**config.mk**
```make
export PLATFORM = sky130hd
export DESIGN_NAME = buf_wr_arbiter
export DESIGN_NICKNAME = d
export VERILOG_FILES = /design/src/rtl/buf_arb_pkg.sv /design/src/rtl/rr_pick.sv /design/src/rtl/buf_wr_arbiter.sv
export SDC_FILE = /design/constraint.sdc
export NUM_CORES = 1
export LEC_CHECK = 0
export CAP_MARGIN = 20
export CORE_MARGIN = 1.5
export CORE_UTILIZATION = 45
export CTS_CLUSTER_DIAMETER = 60
export DETAILED_ROUTE_END_ITERATION = 8
export PLACE_DENSITY = 0.95
export SLEW_MARGIN = 40
export SYNTH_ARGS = -nofsm -noshare
export SYNTH_HDL_FRONTEND = slang
export SYNTH_SLANG_ARGS = --single-unit
```
**constraint.sdc**
```tcl
create_clock -name clk -period 4.1 [get_ports clk]
set_input_delay 1.025 -clock clk [delete_from_list [all_inputs] [get_ports clk]]
set_output_delay 1.025 -clock clk [all_outputs]
set_load 0.005 [all_outputs]
```
**src/rtl/buf_arb_pkg.sv**
```systemverilog
// -----------------------------------------------------------------------------
// buf_arb_pkg
// Shared definitions for the buffer write-port arbiter:
//   - state_e      : arbiter FSM encoding (IDLE=0, GRANT=1)
//   - clog2()      : constant-width helper for index and counter sizing
//   - DEF_*        : default parameter values for buf_wr_arbiter
// -----------------------------------------------------------------------------
package buf_arb_pkg;

  typedef enum logic {
    ST_IDLE  = 1'b0,
    ST_GRANT = 1'b1
  } state_e;

  localparam int DEF_NUM_REQ   = 4;
  localparam int DEF_DATA_W    = 8;
  localparam int DEF_MAX_BURST = 16;
  localparam int DEF_TIMEOUT   = 32;

  // Ceiling log2 for elaboration-time width calculation; clog2(1) = 0.
  function automatic int clog2(input int value);
    int result;
    int rem;
    result = 0;
    rem    = value - 1;
    while (rem > 0) begin
      result++;
      rem = rem >> 1;
    end
    return result;
  endfunction

endpackage

```
**src/rtl/rr_pick.sv**
```systemverilog
// -----------------------------------------------------------------------------
// rr_pick
// Purely combinational round-robin picker. Searches req_i starting at
// last_grant_i + 1 and wrapping, so the previous winner has lowest priority.
// Ports:
//   req_i        : request vector, one bit per requester
//   last_grant_i : index of the most recently released owner
//   found_o      : at least one request is set
//   index_o      : winning requester index (0 when found_o = 0)
// -----------------------------------------------------------------------------
module rr_pick
  import buf_arb_pkg::*;
#(
  parameter int NUM_REQ = DEF_NUM_REQ,
  localparam int IDX_W  = clog2(NUM_REQ)
) (
  input  logic [NUM_REQ-1:0] req_i,
  input  logic [IDX_W-1:0]   last_grant_i,
  output logic               found_o,
  output logic [IDX_W-1:0]   index_o
);

  logic             hit;
  logic [IDX_W-1:0] hit_idx;
  logic [IDX_W-1:0] cand_idx;
  int               cand;

  // Walk the offsets 1..NUM_REQ from the last owner; the first hit wins.
  // NOTE: every always_comb output gets a default first so no path can
  // leave it unassigned and infer a latch.
  always_comb begin
    hit      = 1'b0;
    hit_idx  = '0;
    cand     = 0;
    cand_idx = '0;
    for (int off = 1; off <= NUM_REQ; off++) begin
      cand = int'(last_grant_i) + off;
      if (cand >= NUM_REQ) cand = cand - NUM_REQ;
      cand_idx = IDX_W'(cand);
      if (!hit && req_i[cand_idx]) begin
        hit     = 1'b1;
        hit_idx = cand_idx;
      end
    end
  end

  assign found_o = hit;
  assign index_o = hit_idx;

endmodule

```
**src/rtl/buf_wr_arbiter.sv**
```systemverilog
// -----------------------------------------------------------------------------
// buf_wr_arbiter
// Round-robin arbiter sharing the byte buffer's single write port among
// NUM_REQ packet sources. A grant is held for a whole packet; beat data is
// muxed combinationally onto the buffer write interface. A burst cap and an
// idle timeout prevent one source from holding the port forever.
// Ports:
//   clk, rst     : clock, synchronous active-high reset
//   req_valid    : per-requester beat valid
//   req_last     : per-requester last beat of packet
//   req_data     : per-requester data, requester i at [i*DATA_W +: DATA_W]
//   req_ready    : per-requester beat accepted (owner only, when not full)
//   buf_full     : buffer full flag
//   buf_wr_en    : buffer write strobe (never high while buf_full)
//   buf_data     : buffer write data (owner's data)
//   grant_valid  : a requester owns the port (registered)
//   grant_id     : owner index (registered)
//   burst_trunc  : one-cycle pulse, grant released by MAX_BURST
//   timeout      : one-cycle pulse, grant released by TIMEOUT
// -----------------------------------------------------------------------------
module buf_wr_arbiter
  import buf_arb_pkg::*;
#(
  parameter int NUM_REQ   = DEF_NUM_REQ,
  parameter int DATA_W    = DEF_DATA_W,
  parameter int MAX_BURST = DEF_MAX_BURST,
  parameter int TIMEOUT   = DEF_TIMEOUT,
  localparam int ID_W     = clog2(NUM_REQ),
  localparam int BCNT_W   = clog2(MAX_BURST + 1),
  localparam int ICNT_W   = clog2(TIMEOUT + 1)
) (
  input  logic                      clk,
  input  logic                      rst,
  input  logic [NUM_REQ-1:0]        req_valid,
  input  logic [NUM_REQ-1:0]        req_last,
  input  logic [NUM_REQ*DATA_W-1:0] req_data,
  output logic [NUM_REQ-1:0]        req_ready,
  input  logic                      buf_full,
  output logic                      buf_wr_en,
  output logic [DATA_W-1:0]         buf_data,
  output logic                      grant_valid,
  output logic [ID_W-1:0]           grant_id,
  output logic                      burst_trunc,
  output logic                      timeout
);

  state_e             state_q, state_d;
  logic [ID_W-1:0]    grant_id_q, grant_id_d;
  logic [ID_W-1:0]    last_grant_q, last_grant_d;
  logic [BCNT_W-1:0]  beat_cnt_q, beat_cnt_d;
  logic [ICNT_W-1:0]  idle_cnt_q, idle_cnt_d;
  logic               burst_trunc_q, burst_trunc_d;
  logic               timeout_q, timeout_d;

  logic               pick_found;
  logic [ID_W-1:0]    pick_idx;
  logic [DATA_W-1:0]  data_arr [NUM_REQ];
  logic               owner_valid;
  logic               owner_last;
  logic               beat;
  logic               release_grant;

  rr_pick #(
    .NUM_REQ (NUM_REQ)
  ) u_rr_pick (
    .req_i        (req_valid),
    .last_grant_i (last_grant_q),
    .found_o      (pick_found),
    .index_o      (pick_idx)
  );

  always_comb begin
    for (int i = 0; i < NUM_REQ; i++) begin
      data_arr[i] = req_data[i*DATA_W +: DATA_W];
    end
  end

  assign owner_valid = req_valid[grant_id_q];
  assign owner_last  = req_last[grant_id_q];
  assign buf_data    = data_arr[grant_id_q];

  always_comb begin
    state_d       = state_q;
    grant_id_d    = grant_id_q;
    last_grant_d  = last_grant_q;
    beat_cnt_d    = beat_cnt_q;
    idle_cnt_d    = idle_cnt_q;
    burst_trunc_d = 1'b0;
    timeout_d     = 1'b0;
    req_ready     = '0;
    beat          = 1'b0;
    release_grant = 1'b0;

    case (state_q)
      ST_IDLE: begin
        // Arbitration cycle: no beat moves here, the grant registers below.
        if (pick_found) begin
          grant_id_d = pick_idx;
          state_d    = ST_GRANT;
        end
      end
      ST_GRANT: begin
        req_ready[grant_id_q] = !buf_full;
        beat                  = owner_valid && !buf_full;
        if (beat) begin
          idle_cnt_d = '0;
          if (beat_cnt_q < BCNT_W'(MAX_BURST)) beat_cnt_d = beat_cnt_q + 1'b1;
          // A last beat landing exactly on the cap is a normal end of packet.
          if (owner_last) begin
            release_grant = 1'b1;
          end else if (beat_cnt_d == BCNT_W'(MAX_BURST)) begin
            release_grant = 1'b1;
            burst_trunc_d = 1'b1;
          end
        end else if (!owner_valid) begin
          // Backpressure stalls (valid && full) fall through and hold the count.
          idle_cnt_d = idle_cnt_q + 1'b1;
          if (idle_cnt_d == ICNT_W'(TIMEOUT)) begin
            release_grant = 1'b1;
            timeout_d     = 1'b1;
          end
        end
        if (release_grant) begin
          state_d      = ST_IDLE;
          last_grant_d = grant_id_q;
          beat_cnt_d   = '0;
          idle_cnt_d   = '0;
        end
      end
      default: state_d = ST_IDLE;
    endcase

    // Reset drops the grant in the same cycle, not one cycle later.
    if (rst) begin
      req_ready = '0;
      beat      = 1'b0;
    end
  end

  assign buf_wr_en = beat;

  // NOTE: sequential state uses non-blocking assignments so every register
  // samples the pre-edge values regardless of statement order.
  always_ff @(posedge clk) begin
    if (rst) begin
      state_q       <= ST_IDLE;
      grant_id_q    <= '0;
      last_grant_q  <= ID_W'(NUM_REQ - 1);
      beat_cnt_q    <= '0;
      idle_cnt_q    <= '0;
      burst_trunc_q <= 1'b0;
      timeout_q     <= 1'b0;
    end else begin
      state_q       <= state_d;
      grant_id_q    <= grant_id_d;
      last_grant_q  <= last_grant_d;
      beat_cnt_q    <= beat_cnt_d;
      idle_cnt_q    <= idle_cnt_d;
      burst_trunc_q <= burst_trunc_d;
      timeout_q     <= timeout_d;
    end
  end

  assign grant_valid = (state_q == ST_GRANT);
  assign grant_id    = grant_id_q;
  assign burst_trunc = burst_trunc_q;
  assign timeout     = timeout_q;

endmodule

```
## Word level (Yosys, flattened, before mapping)

Index checks and enable logic that the tools add are counted.

- Bits of input ports: 43
- Register bits: 18
- Word-level logic and storage cells: 102

- Bitwise logic cells: 4
- Reductions and logical operators: 16
- Mux-type cells: 50
- $add $sub $neg: 10
- Eq/ne operators: 3
- Magnitude comparators: 12

Operators by type and width:

| operator | number |
|---|---|
| $mux W5 | 5 |
| $mux W1 | 21 |
| $mux W6 | 3 |
| $bmux W8 S2 | 1 |
| $mux W2 | 8 |
| $mux W8 | 2 |
| $lt A2 B3 Y1 const B | 5 |
| $bmux W1 S2 | 6 |
| $ge A3 B3 Y1 const B | 4 |
| $mux W4 | 2 |
| $reduce_and A2 Y1 | 4 |
| $sub A2 B1 Y2 const B | 4 |
| $add A2 B2 Y3 const B | 2 |
| $add A6 B1 Y6 const B | 1 |
| $eq A6 B6 Y1 const B | 1 |
| $add A5 B1 Y5 const B | 1 |
| $eq A5 B5 Y1 const B | 1 |
| $logic_and A1 B1 Y1 | 5 |
| $lt A5 B5 Y1 const B | 1 |
| $add A2 B3 Y4 const B | 1 |
| $and A4 B4 Y4 | 1 |
| $ge A4 B3 Y1 const B | 1 |
| $logic_not A1 Y1 | 4 |
| $reduce_or A4 Y1 | 1 |
| 9 further kinds | 10 |

## Depth between registers and ports, before layout

Gate-level depths: netlist of run 1.

- Depth in word-level cells: 17
- Gate-level depth with buffers: 6

## Cells and area by module

From an unflattened synthesis of run 1, not the netlist that was laid out.

- Cell total of the unflattened synthesis: 152
- Area, all modules: 1,505.2 um^2

Modules (own cells, without submodules):

| module | times used | area each (um^2) | cells each |
|---|---|---|---|
| buf_wr_arbiter | 1 | 1,413.9 | 138 |
| rr_pick | 1 | 91.3 | 14 |

## Worst setup path before layout of run 1

OpenSTA, ideal clock, no wires.

- Path type: input-to-output
- Start: input req_valid[3]
- End: output buf_wr_en
- Data arrival time: 1,769 ps
- Path slack: 1,306 ps
- Stages on the path: 2
- Required time: 3,075 ps
- Path buffers: 0
- Cells stage by stage: mux4_2 and2_1

- Word-level cells in the longest chain between the ends: 5

Ends and longest elaborated chain:

| element | line | text |
|---|---|---|
| start, declared | buf_wr_arbiter.sv:34 | `input logic [NUM_REQ-1:0] req_valid,` |
| $bmux W1 S2 | buf_wr_arbiter.sv:78 | `assign owner_valid = req_valid[grant_id_q];` |
| $mux W1 (not written as such) | buf_wr_arbiter.sv:78 |  |
| $logic_and A1 B1 Y1 | buf_wr_arbiter.sv:104 | `beat = owner_valid && !buf_full;` |
| $mux W1 | buf_wr_arbiter.sv:94 | `case (state_q)` |
| $mux W1 | buf_wr_arbiter.sv:134 | `if (rst) begin` |
| end, declared | buf_wr_arbiter.sv:39 | `output logic buf_wr_en,` |

Every way passes these cells. The select of a mux whose other input is x is not followed.

## Final worst setup path of run 1

- Start: input req_valid[2]
- End: output buf_wr_en

Same word-level chain as after synthesis.

==> results of run 1 <==
[sequential cells by signal, indices dropped and copies added, names as in the netlist]
name / cells
grant_valid: 1
beat_cnt_q: 5
last_grant_q: 2
burst_trunc: 1
grant_id: 2
idle_cnt_q: 6
timeout: 1
[kinds of logic (layout without fill, tap and decap cells)]
| group | after synthesis | after routing | share of synthesized area |
|---|---|---|---|
| compound gates | 34 | 34 | 0.1881 |
| xor+xnor | 3 | 3 | 0.01956 |
| fa+ha+maj | 3 | 3 | 0.02794 |
| buf+inv | 12 | 70 | 0.03911 |
| flops | 18 | 18 | 0.2682 |
| mux | 15 | 15 | 0.2142 |
| simple gates | 60 | 60 | 0.2430 |
[metrics by stage]
stage,instances,hold slack (ns)
2_1_floorplan,145,0.4622
3_3_place_gp,231,0.4768
3_5_place_dp,231,0.4884
4_1_cts,234,0.5027
5_1_grt,234,0.5600
6_report,234,0.5049
[worst max-delay path by stage]
| stage | cells after the start | start | slack, ns | to |
|---|---|---|---|---|
| 2_1_floorplan | 2 | req_valid[3] | 1.31 | buf_wr_en |
| 3_3_place_gp | 4 | req_valid[3] | 0.35 | buf_wr_en |
| 3_5_place_dp | 4 | req_valid[2] | 0.32 | buf_wr_en |
| 4_1_cts | 4 | req_valid[3] | 0.32 | buf_wr_en |
| 5_1_grt | 4 | req_valid[3] | 0.26 | buf_wr_en |
| 6_report | 4 | req_valid[2] | 0.32 | buf_wr_en |
[power by group]
part | total, uW | internal, uW | switching (uW)
Combinational | 146 | 96.2 | 49.6
Sequential | 198 | 181 | 17.4
Clock | 88.3 | 34.3 | 54.1
[cell usage in the layout (no fill, tap or decap), types with 4 or more instances in the layout]
cell type,instances
nor4_1,4
nand2_1,14
o21ai_0,8
nand2b_1,6
a21oi_1,5
mux4_2,7
dfxtp_1,17
clkdlybuf4s50_1,60
nor2_1,15
mux2i_1,4
inv_1,6
[routing by layer]
layer	track usage	up-vias	routed length [um]
li1	-	674	-
met4	0.06645	0	61
met1	0.3209	685	1535
met5	0	-	0
met2	0.3912	49	2124
met3	0.05804	10	193
[area by class of cell]
cell class	count	area (um2)	area share
inverter	6	22.52	0.01135
clock buffer	3	22.52	0.01135
timing repair buffer	61	608.1	0.3064
tap	31	38.79	0.01955
sequential	18	361.6	0.1822
multi-input combinational	115	930.9	0.4691
[critical path, stage by stage]
cell and delay (ns):
clkdlybuf4s50_1 0.47, mux4_2 0.59, and2_1 0.23, clkdlybuf4s50_1 0.45
==> results.tsv, run 1 <==
stage	metric	value	unit
pwr	Total Power	432.0	uW
global_route	initial antenna violation count	0	
route	Routed Antenna Nets	0	
placement	hpwl dp	3085	um
critical_path	required time worst endpoint	3.07	ns
yosys	Mean Syn Cell Area	9.268	um2
route	First DRT Iteration DRCs	56	
die	# IOs	61	
final_layout	share of cells above drive strength 1	0.08867	
final_layout	final net count	251	
yosys	ys async rst share	0	
clocking	CTS Sinks	18	
critical_path	Worst Path Arrival	2.76	ns
status	status	completed	
timing	setup violators final	0	
placement	I/O Buffers	60	
die	Die X	57.65	um
worst_hold_path	hold path depth	2	
yosys	Synth top area share	0.2682	
route	final WL	3915	um
route	drt pass-1 iters	4	
global_route	global-route wire length before repair	6244	um
yosys	syn_nets	191	
clocking	post-CTS setup buffers	0	
timing	Final WS setup	0.3161	ns
timing	slew at the pin closest to its max-slew limit	0.6305	ns
route	via/cell ratio	6.060	
placement	pre-CTS WS	0.3232	ns
critical_path	CP startpoint kind	primary input	
clocking	worst skew pair latency	0.30	ns
worst_hold_path	min-delay src	beat_cnt_q[1]	
yosys	post-synthesis sequential area ratio	0.2682	
timing	count of final max-slew check failures	0	
yosys	most instantiated cells after synthesis	dfxtp_1 (18), nor2_1 (15), nand2_1 (14)	
yosys	Cell variety after synth	51	
run	Max Cap Viol	0	
timing	Fin. Hold Viols	0	
die	die area	3323	um2
final_layout	Finished Core Util	0.7074	
clocking	TritonCTS buffer count	3	
yosys	post-synthesis instance total	145	
yosys	Synth Cell Area	1344	um2
global_route	vias in the first global route	1335	
timing	Fin Clk Skew	0.006530	ns
global_route	GRT Util Overall	0.2404	
worst_hold_path	worst hold path type	flop to flop	
timing	fin crit period	3.784	ns
timing	fin crit share	0.9229	
critical_path	R2R Path End	beat_cnt_q[0]	
yosys	main flop type after synthesis	dfxtp_1	
clocking	CTS resizes	0	
clocking	hold buffer count at CTS	0	
pwr	VDD IR-drop max	0.0002011	V
yosys	most frequent cell after synthesis	dfxtp_1	
clocking	deepest clock path buffer count	2	
global_route	total grt overflow	0	
final_layout	design area	1984	um2
clocking	Root Driver	clkbuf_4	
global_route	largest net degree at the start of global routing	17	
placement	placed inst area	1961	um2
route	total number of vias	1418	
final_layout	Fillers	207	
yosys	post-synth top area cell	dfxtp_1	
pwr	Power Dens Cells	217.7	nW/um2
route	DRC Markers	0	
yosys	Yosys reg bits	18	
yosys	Post-synth EDFFs	0	
worst_hold_path	hold endpoint	beat_cnt_q[1]	
final_layout	area grow syn2layout	47.67	%
die	Die Height	57.65	um
die	initial core utilization	0.4790	
critical_path	Crit Path Max Fanout	8	
route	WL per Instance	16.73	um
pwr	Pleak	0.0007117	uW
timing	final setup TNS	0	ns
clocking	deepest level of the CTS H-tree	1	
yosys	Area contributors post-synth	dfxtp_1 (27%), mux4_2 (12%), mux4_1 (5.9%), nor2_1 (4.2%), nand2_1 (3.9%)	
yosys	synth warn	0	
critical_path	Reg2Reg Setup Slack	1.96	ns
clocking	TritonCTS clock tree	built	
critical_path	Worst setup EP type	output port	
final_layout	# diodes	0	
timing	RSZ-0062 raised after global routing	false	
critical_path	WS Path Type	primary input to output port	
timing	Slew headroom	0.5791	
clocking	Worst-path clk slew	0.10	ns
die	# rows	19	
timing	fmax	264.3	MHz
critical_path	r2r startpoint	idle_cnt_q[0]	
die	CORE AREA	2805	um2
placement	gpl congestion	0.8254	
critical_path	R2R cell count	6	
Power figures use the tool's default switching activity.
==> run 2, diff against run 1 <==
- CORE_MARGIN: 1.5 -> not set
==> run 2 against run 1 <==
Net effect: clock skew is 0.0024 ns higher; total power down 0.30%; critical path depth stayed put; routed wire length barely moved; critical endpoint unchanged; maximum frequency down 0.80%.
==> results.tsv, run 2 (synthesized netlist as in run 1, its figures left out) <==
stage	metric	value	unit	change
critical_path	Slowest-stage cell, CP	mux4_2		unchanged
die	die area	3209	um2	was 3323 um2
die	CORE AREA	2781	um2	was 2805 um2
placement	pre-CTS WS	0.2959	ns	was 0.3232 ns
final_layout	Largest Register	idle_cnt_q		unchanged
critical_path	required time worst endpoint	3.07	ns	about the same
global_route	GRT Util Overall	0.2517		was 0.2404
global_route	global-route wire length before repair	6327	um	was 6244 um
timing	fmax	262.2	MHz	was 264.3 MHz
global_route	vias in the first global route	1379		was 1335
timing	fin crit share	0.9304		was 0.9229
final_layout	final net count	251		unchanged
worst_hold_path	worst hold path type	flop to flop		unchanged
final_layout	share of cells above drive strength 1	0.08867		unchanged
route	WL per Instance	16.72	um	was 16.73 um
timing	Final WS setup	0.2856	ns	was 0.3161 ns
clocking	TritonCTS buffer count	3		unchanged
timing	setup violators final	0		unchanged
clocking	CTS resizes	0		unchanged
placement	gpl congestion	0.8411		was 0.8254
timing	Fin Clk Skew	0.008924	ns	was 0.006530 ns
critical_path	Worst setup EP type	output port		unchanged
final_layout	Largest register FFs	6		unchanged
route	Routed Antenna Nets	0		unchanged
timing	fin crit period	3.814	ns	was 3.784 ns
pwr	Power Dens Cells	217.0	nW/um2	was 217.7 nW/um2
status	status	completed		unchanged
clocking	CTS Sinks	18		unchanged
timing	Slew headroom	0.5644		was 0.5791
timing	count of final max-slew check failures	0		unchanged
timing	slew at the pin closest to its max-slew limit	0.6525	ns	was 0.6305 ns
critical_path	Worst Path Arrival	2.79	ns	was 2.76 ns
route	via/cell ratio	6.009		was 6.060
critical_path	CP startpoint kind	primary input		unchanged
critical_path	WS Path Type	primary input to output port		unchanged
clocking	post-CTS setup buffers	0		unchanged
critical_path	most used cell, CP	clkdlybuf4s50_1		unchanged
run	Max Cap Viol	0		unchanged
die	# IOs	61		unchanged
die	# rows	19		unchanged
die	Die Height	56.65	um	was 57.65 um
pwr	VDD IR-drop max	0.0002692	V	was 0.0002011 V
critical_path	Reg2Reg Setup Slack	1.94	ns	was 1.96 ns
timing	Fin. Hold Viols	0		unchanged
route	First DRT Iteration DRCs	51		was 56
route	total number of vias	1406		was 1418
critical_path	R2R cell count	4		was 6
clocking	deepest level of the CTS H-tree	1		unchanged
die	initial core utilization	0.4831		was 0.4790
final_layout	# diodes	0		unchanged
global_route	total grt overflow	0		unchanged
placement	I/O Buffers	60		unchanged
clocking	deepest clock path buffer count	2		unchanged
clocking	Worst-path clk slew	0.10	ns	about the same
pwr	Total Power	430.7	uW	was 432.0 uW
critical_path	crit-path cells	clkdlybuf4s50_1 > mux4_2 > and2_1 > clkdlybuf4s50_1		unchanged
route	DRC Markers	0		unchanged
final_layout	area grow syn2layout	47.67	%	unchanged
clocking	TritonCTS clock tree	built		unchanged
final_layout	commonest non-fill, non-tap cell in the layout	clkdlybuf4s50_1		unchanged
clocking	Root Driver	clkbuf_4		unchanged
final_layout	commonest cells after routing, fill and taps aside	clkdlybuf4s50_1 (60), dfxtp_1 (17), nor2_1 (15), nand2_1 (14), o21ai_0 (8)		unchanged
critical_path	r2r startpoint	grant_id[0]		was idle_cnt_q[0]
critical_path	CP peak stage delay	0.61	ns	was 0.59 ns
clocking	hold buffer count at CTS	0		unchanged
critical_path	Worst setup startpoint	req_valid[3]		was req_valid[2]
final_layout	Fillers	196		was 207
route	final WL	3913	um	was 3915 um
critical_path	Crit Path Max Fanout	8		unchanged
timing	RSZ-0062 raised after global routing	false		unchanged
global_route	initial antenna violation count	0		unchanged
global_route	largest net degree at the start of global routing	17		unchanged
timing	final setup TNS	0	ns	unchanged
pwr	Pleak	0.0007117	uW	unchanged
final_layout	top flop regs	idle_cnt_q: 6 flops, beat_cnt_q: 5 flops		unchanged
critical_path	R2R Path End	idle_cnt_q[5]		was beat_cnt_q[0]
critical_path	critical path endpoint	buf_wr_en		unchanged
route	drt pass-1 iters	4		unchanged
die	Die X	56.65	um	was 57.65 um
timing	hold_ws	0.5215	ns	was 0.5049 ns
clocking	worst skew pair latency	0.30	ns	about the same
placement	hpwl dp	3125	um	was 3085 um
run 2: layer usage:
metal | vias up | GRT usage | wire [um]
li1 | 675 | - | -
met1 | 682 | 0.3061 | 1562
met2 | 44 | 0.4420 | 2120
met3 | 5 | 0.04839 | 190
met4 | 0 | 0.08362 | 39
met5 | - | 0 | 0
run 2: final cells by class:
cell class	count	area, um2	area share
inverters	6	22.52	0.01135
well taps	31	38.79	0.01955
multi-input cells	115	930.9	0.4691
flip-flops and latches	18	361.6	0.1822
clock buffers	3	22.52	0.01135
repair buffers	61	608.1	0.3064
run 2: how the worst min path moves through the flow:
stage	endpoint	cells past startpoint	slack, ns	from
2_1_floorplan	beat_cnt_q[1]	2	0.46	beat_cnt_q[1]
3_3_place_gp	beat_cnt_q[1]	2	0.47	beat_cnt_q[1]
5_1_grt	idle_cnt_q[4]	2	0.57	idle_cnt_q[4]
4_1_cts	beat_cnt_q[1]	2	0.52	beat_cnt_q[1]
3_5_place_dp	beat_cnt_q[1]	2	0.51	beat_cnt_q[1]
6_report	beat_cnt_q[1]	2	0.52	beat_cnt_q[1]
run 2: worst max-delay path: cells and delay by family:
kind	cells	cell delay, ns
buf+inv	2	0.92
mux	1	0.61
simple gates	1	0.24
run 2: metrics by stage:
stage	cell area, um2	util	std cells
floorplan	1344	-	145
global placement	1961	0.7049	231
finish	1984	0.7135	234
detailed placement	1961	0.7049	231
CTS	1983	0.7130	234
global route	1984	0.7135	234
run 2: power by group:
group / internal (uW) / switching, uW
clock: 34.3 / 53.8
sequential: 181 / 17.1
combinational: 96.1 / 48.8
==> run 3, diff against run 2 <==
- CORE_ASPECT_RATIO: not set -> 1.4
==> run 3 against run 2 <==
Net effect: maximum frequency is 0.53% lower; global-route usage is 1.5 points lower; critical path depth stayed put; sequential share of layout area is 0.41 points lower; cell area is 2.0% higher; clock skew is 0.0057 ns lower; final cell count is 3.0% higher; non-clock buffer count stayed put; via count is 0.92% higher.
==> results.tsv, run 3 (synthesized netlist as in run 1, its figures left out) <==
stage	metric	value	unit	change
route	Routed Antenna Nets	0		unchanged
critical_path	Worst setup EP type	output port		unchanged
global_route	total grt overflow	0		unchanged
critical_path	Worst Path Arrival	2.81	ns	was 2.79 ns
run	Max Cap Viol	0		unchanged
clocking	post-CTS setup buffers	0		unchanged
timing	Fin. Hold Viols	0		unchanged
worst_hold_path	hold path depth	2		unchanged
critical_path	Slowest-stage cell, CP	mux4_2		unchanged
clocking	Root Driver	clkbuf_8		was clkbuf_4
global_route	GRT Util Overall	0.2369		was 0.2517
die	die area	3212	um2	was 3209 um2
clocking	hold buffer count at CTS	0		unchanged
critical_path	WS Path Type	primary input to output port		unchanged
pwr	VDD IR-drop max	0.0002326	V	was 0.0002692 V
final_layout	# diodes	0		unchanged
timing	setup violators final	0		unchanged
clocking	deepest level of the CTS H-tree	1		unchanged
final_layout	commonest non-fill, non-tap cell in the layout	clkdlybuf4s50_1		unchanged
final_layout	Largest Register	idle_cnt_q		unchanged
final_layout	area grow syn2layout	50.56	%	was 47.67%
placement	gpl congestion	0.8494		was 0.8411
clocking	CTS resizes	0		unchanged
route	DRC Markers	0		unchanged
placement	I/O Buffers	60		unchanged
route	First DRT Iteration DRCs	52		was 51
route	WL per Instance	16.15	um	was 16.72 um
timing	final setup TNS	0	ns	unchanged
final_layout	Fillers	197		was 196
pwr	sequential power share	0.407		was 0.459
timing	Slew headroom	0.4817		was 0.5644
final_layout	Post-Layout Cell Count	241		was 234
critical_path	required time worst endpoint	3.07	ns	about the same
worst_hold_path	worst hold path type	flop to flop		unchanged
final_layout	share of cells above drive strength 1	0.08824		was 0.08867
global_route	initial antenna violation count	0		unchanged
die	# rows	23		was 19
timing	count of final max-slew check failures	0		unchanged
timing	slew at the pin closest to its max-slew limit	0.7763	ns	was 0.6525 ns
timing	fmax	260.8	MHz	was 262.2 MHz
global_route	global-route wire length before repair	5561	um	was 6327 um
clocking	deepest clock path buffer count	2		unchanged
final_layout	Finished Core Util	0.7101		was 0.7135
critical_path	most used cell, CP	clkdlybuf4s50_1		unchanged
clocking	worst skew pair latency	0.25	ns	was 0.30 ns
clocking	TritonCTS buffer count	3		unchanged
pwr	switching share of power	0.2563		was 0.2781
final_layout	Largest register FFs	6		unchanged
timing	Final WS setup	0.2651	ns	was 0.2856 ns
final_layout	top flop regs	idle_cnt_q: 6 flops, beat_cnt_q: 5 flops		unchanged
critical_path	R2R cell count	4		unchanged
placement	pre-CTS WS	0.2895	ns	was 0.2959 ns
pwr	Logic pwr share	0.299		was 0.337
status	status	completed		unchanged
die	initial core utilization	0.4717		was 0.4831
route	final WL	3892	um	was 3913 um
pwr	Pint	361.8	uW	was 310.9 uW
clocking	CTS Sinks	18		unchanged
timing	RSZ-0062 raised after global routing	false		unchanged
placement	hpwl dp	3060	um	was 3125 um
pwr	Pleak	0.0007264	uW	was 0.0007117 uW
critical_path	crit-path cells	clkdlybuf4s50_1 > mux4_2 > and2_1 > clkdlybuf4s50_1		unchanged
timing	Fin Clk Skew	0.003196	ns	was 0.008924 ns
final_layout	final net count	251		unchanged
clocking	Worst-path clk slew	0.07	ns	was 0.10 ns
pwr	switching pwr	124.7	uW	was 119.8 uW
placement	Inst Count DP	237		was 231
critical_path	Crit Path Max Fanout	8		unchanged
final_layout	commonest cells after routing, fill and taps aside	clkdlybuf4s50_1 (60), dfxtp_1 (18), nor2_1 (15), nand2_1 (14), o21ai_0 (8)		was clkdlybuf4s50_1 (60), dfxtp_1 (17), nor2_1 (15), nand2_1 (14), o21ai_0 (8)
timing	fin crit period	3.835	ns	was 3.814 ns
route	drt pass-1 iters	4		unchanged
global_route	largest net degree at the start of global routing	17		unchanged
critical_path	CP startpoint kind	primary input		unchanged
die	# IOs	61		unchanged
die	CORE AREA	2849	um2	was 2781 um2
global_route	vias in the first global route	1323		was 1379
route	via/cell ratio	5.888		was 6.009
clocking	TritonCTS clock tree	built		unchanged
die	Die Height	66.66	um	was 56.65 um
die	Die X	48.19	um	was 56.65 um
pwr	Power Dens Cells	240.4	nW/um2	was 217.0 nW/um2
route	total number of vias	1419		was 1406
pwr	clock group share of total power	0.294		was 0.205
pwr	Total Power	486.5	uW	was 430.7 uW
timing	fin crit share	0.9353		was 0.9304
critical_path	CP peak stage delay	0.62	ns	was 0.61 ns
[run 3: changes by cell type in the layout (fill, tap and decap cells not counted), sizes merged]
cell	delta
clkbuf	+1
[run 3: cell type report]
cell class / count / area [um2] / share of cell area
multi-input combinational: 115 / 930.9 / 0.4601
timing repair buffer: 61 / 608.1 / 0.3006
sequential: 18 / 360.3 / 0.1781
clock buffer: 4 / 55.05 / 0.02721
tap: 37 / 46.29 / 0.02288
inverter: 6 / 22.52 / 0.01113
[run 3: power groups by stage]
stage | logic (uW) | clock network [uW] | registers [uW]
after floorplan | 73.0 | 0 | 190
after global placement | 140 | 0 | 201
after detailed placement | 144 | 0 | 202
after CTS | 145 | 142 | 198
after global routing | 156 | 149 | 199
final | 146 | 143 | 198
[run 3: layer usage]
metal	vias to the layer above	global-route usage	routed length, um
li1	673	-	-
met1	688	0.2724	1472
met2	44	0.4183	2215
met3	14	0.02439	107
met4	0	0.09375	97
met5	-	0	0
[run 3: worst max-delay path: cells and delay by family]
kind / cells / cell delay [ns]
and+or+nand+nor: 1 / 0.25
muxes: 1 / 0.62
buffers and inverters: 2 / 0.92
[run 3: path summary, 6_finish.rpt]
check                 from            end  slack (ns)
max           req_valid[3]      buf_wr_en        0.27
min          beat_cnt_q[1]  beat_cnt_q[1]        0.51
max reg2reg    grant_id[0]  idle_cnt_q[5]        1.72
min reg2reg  beat_cnt_q[1]  beat_cnt_q[1]        0.51
[run 3: through the flow]
step	hold WS, ns	instance area (um2)
3_5_place_dp	0.5056	1968
5_1_grt	0.5287	2023
6_report	0.5113	2023
3_3_place_gp	0.4805	1968
4_1_cts	0.5144	2023
2_1_floorplan	0.4622	1344
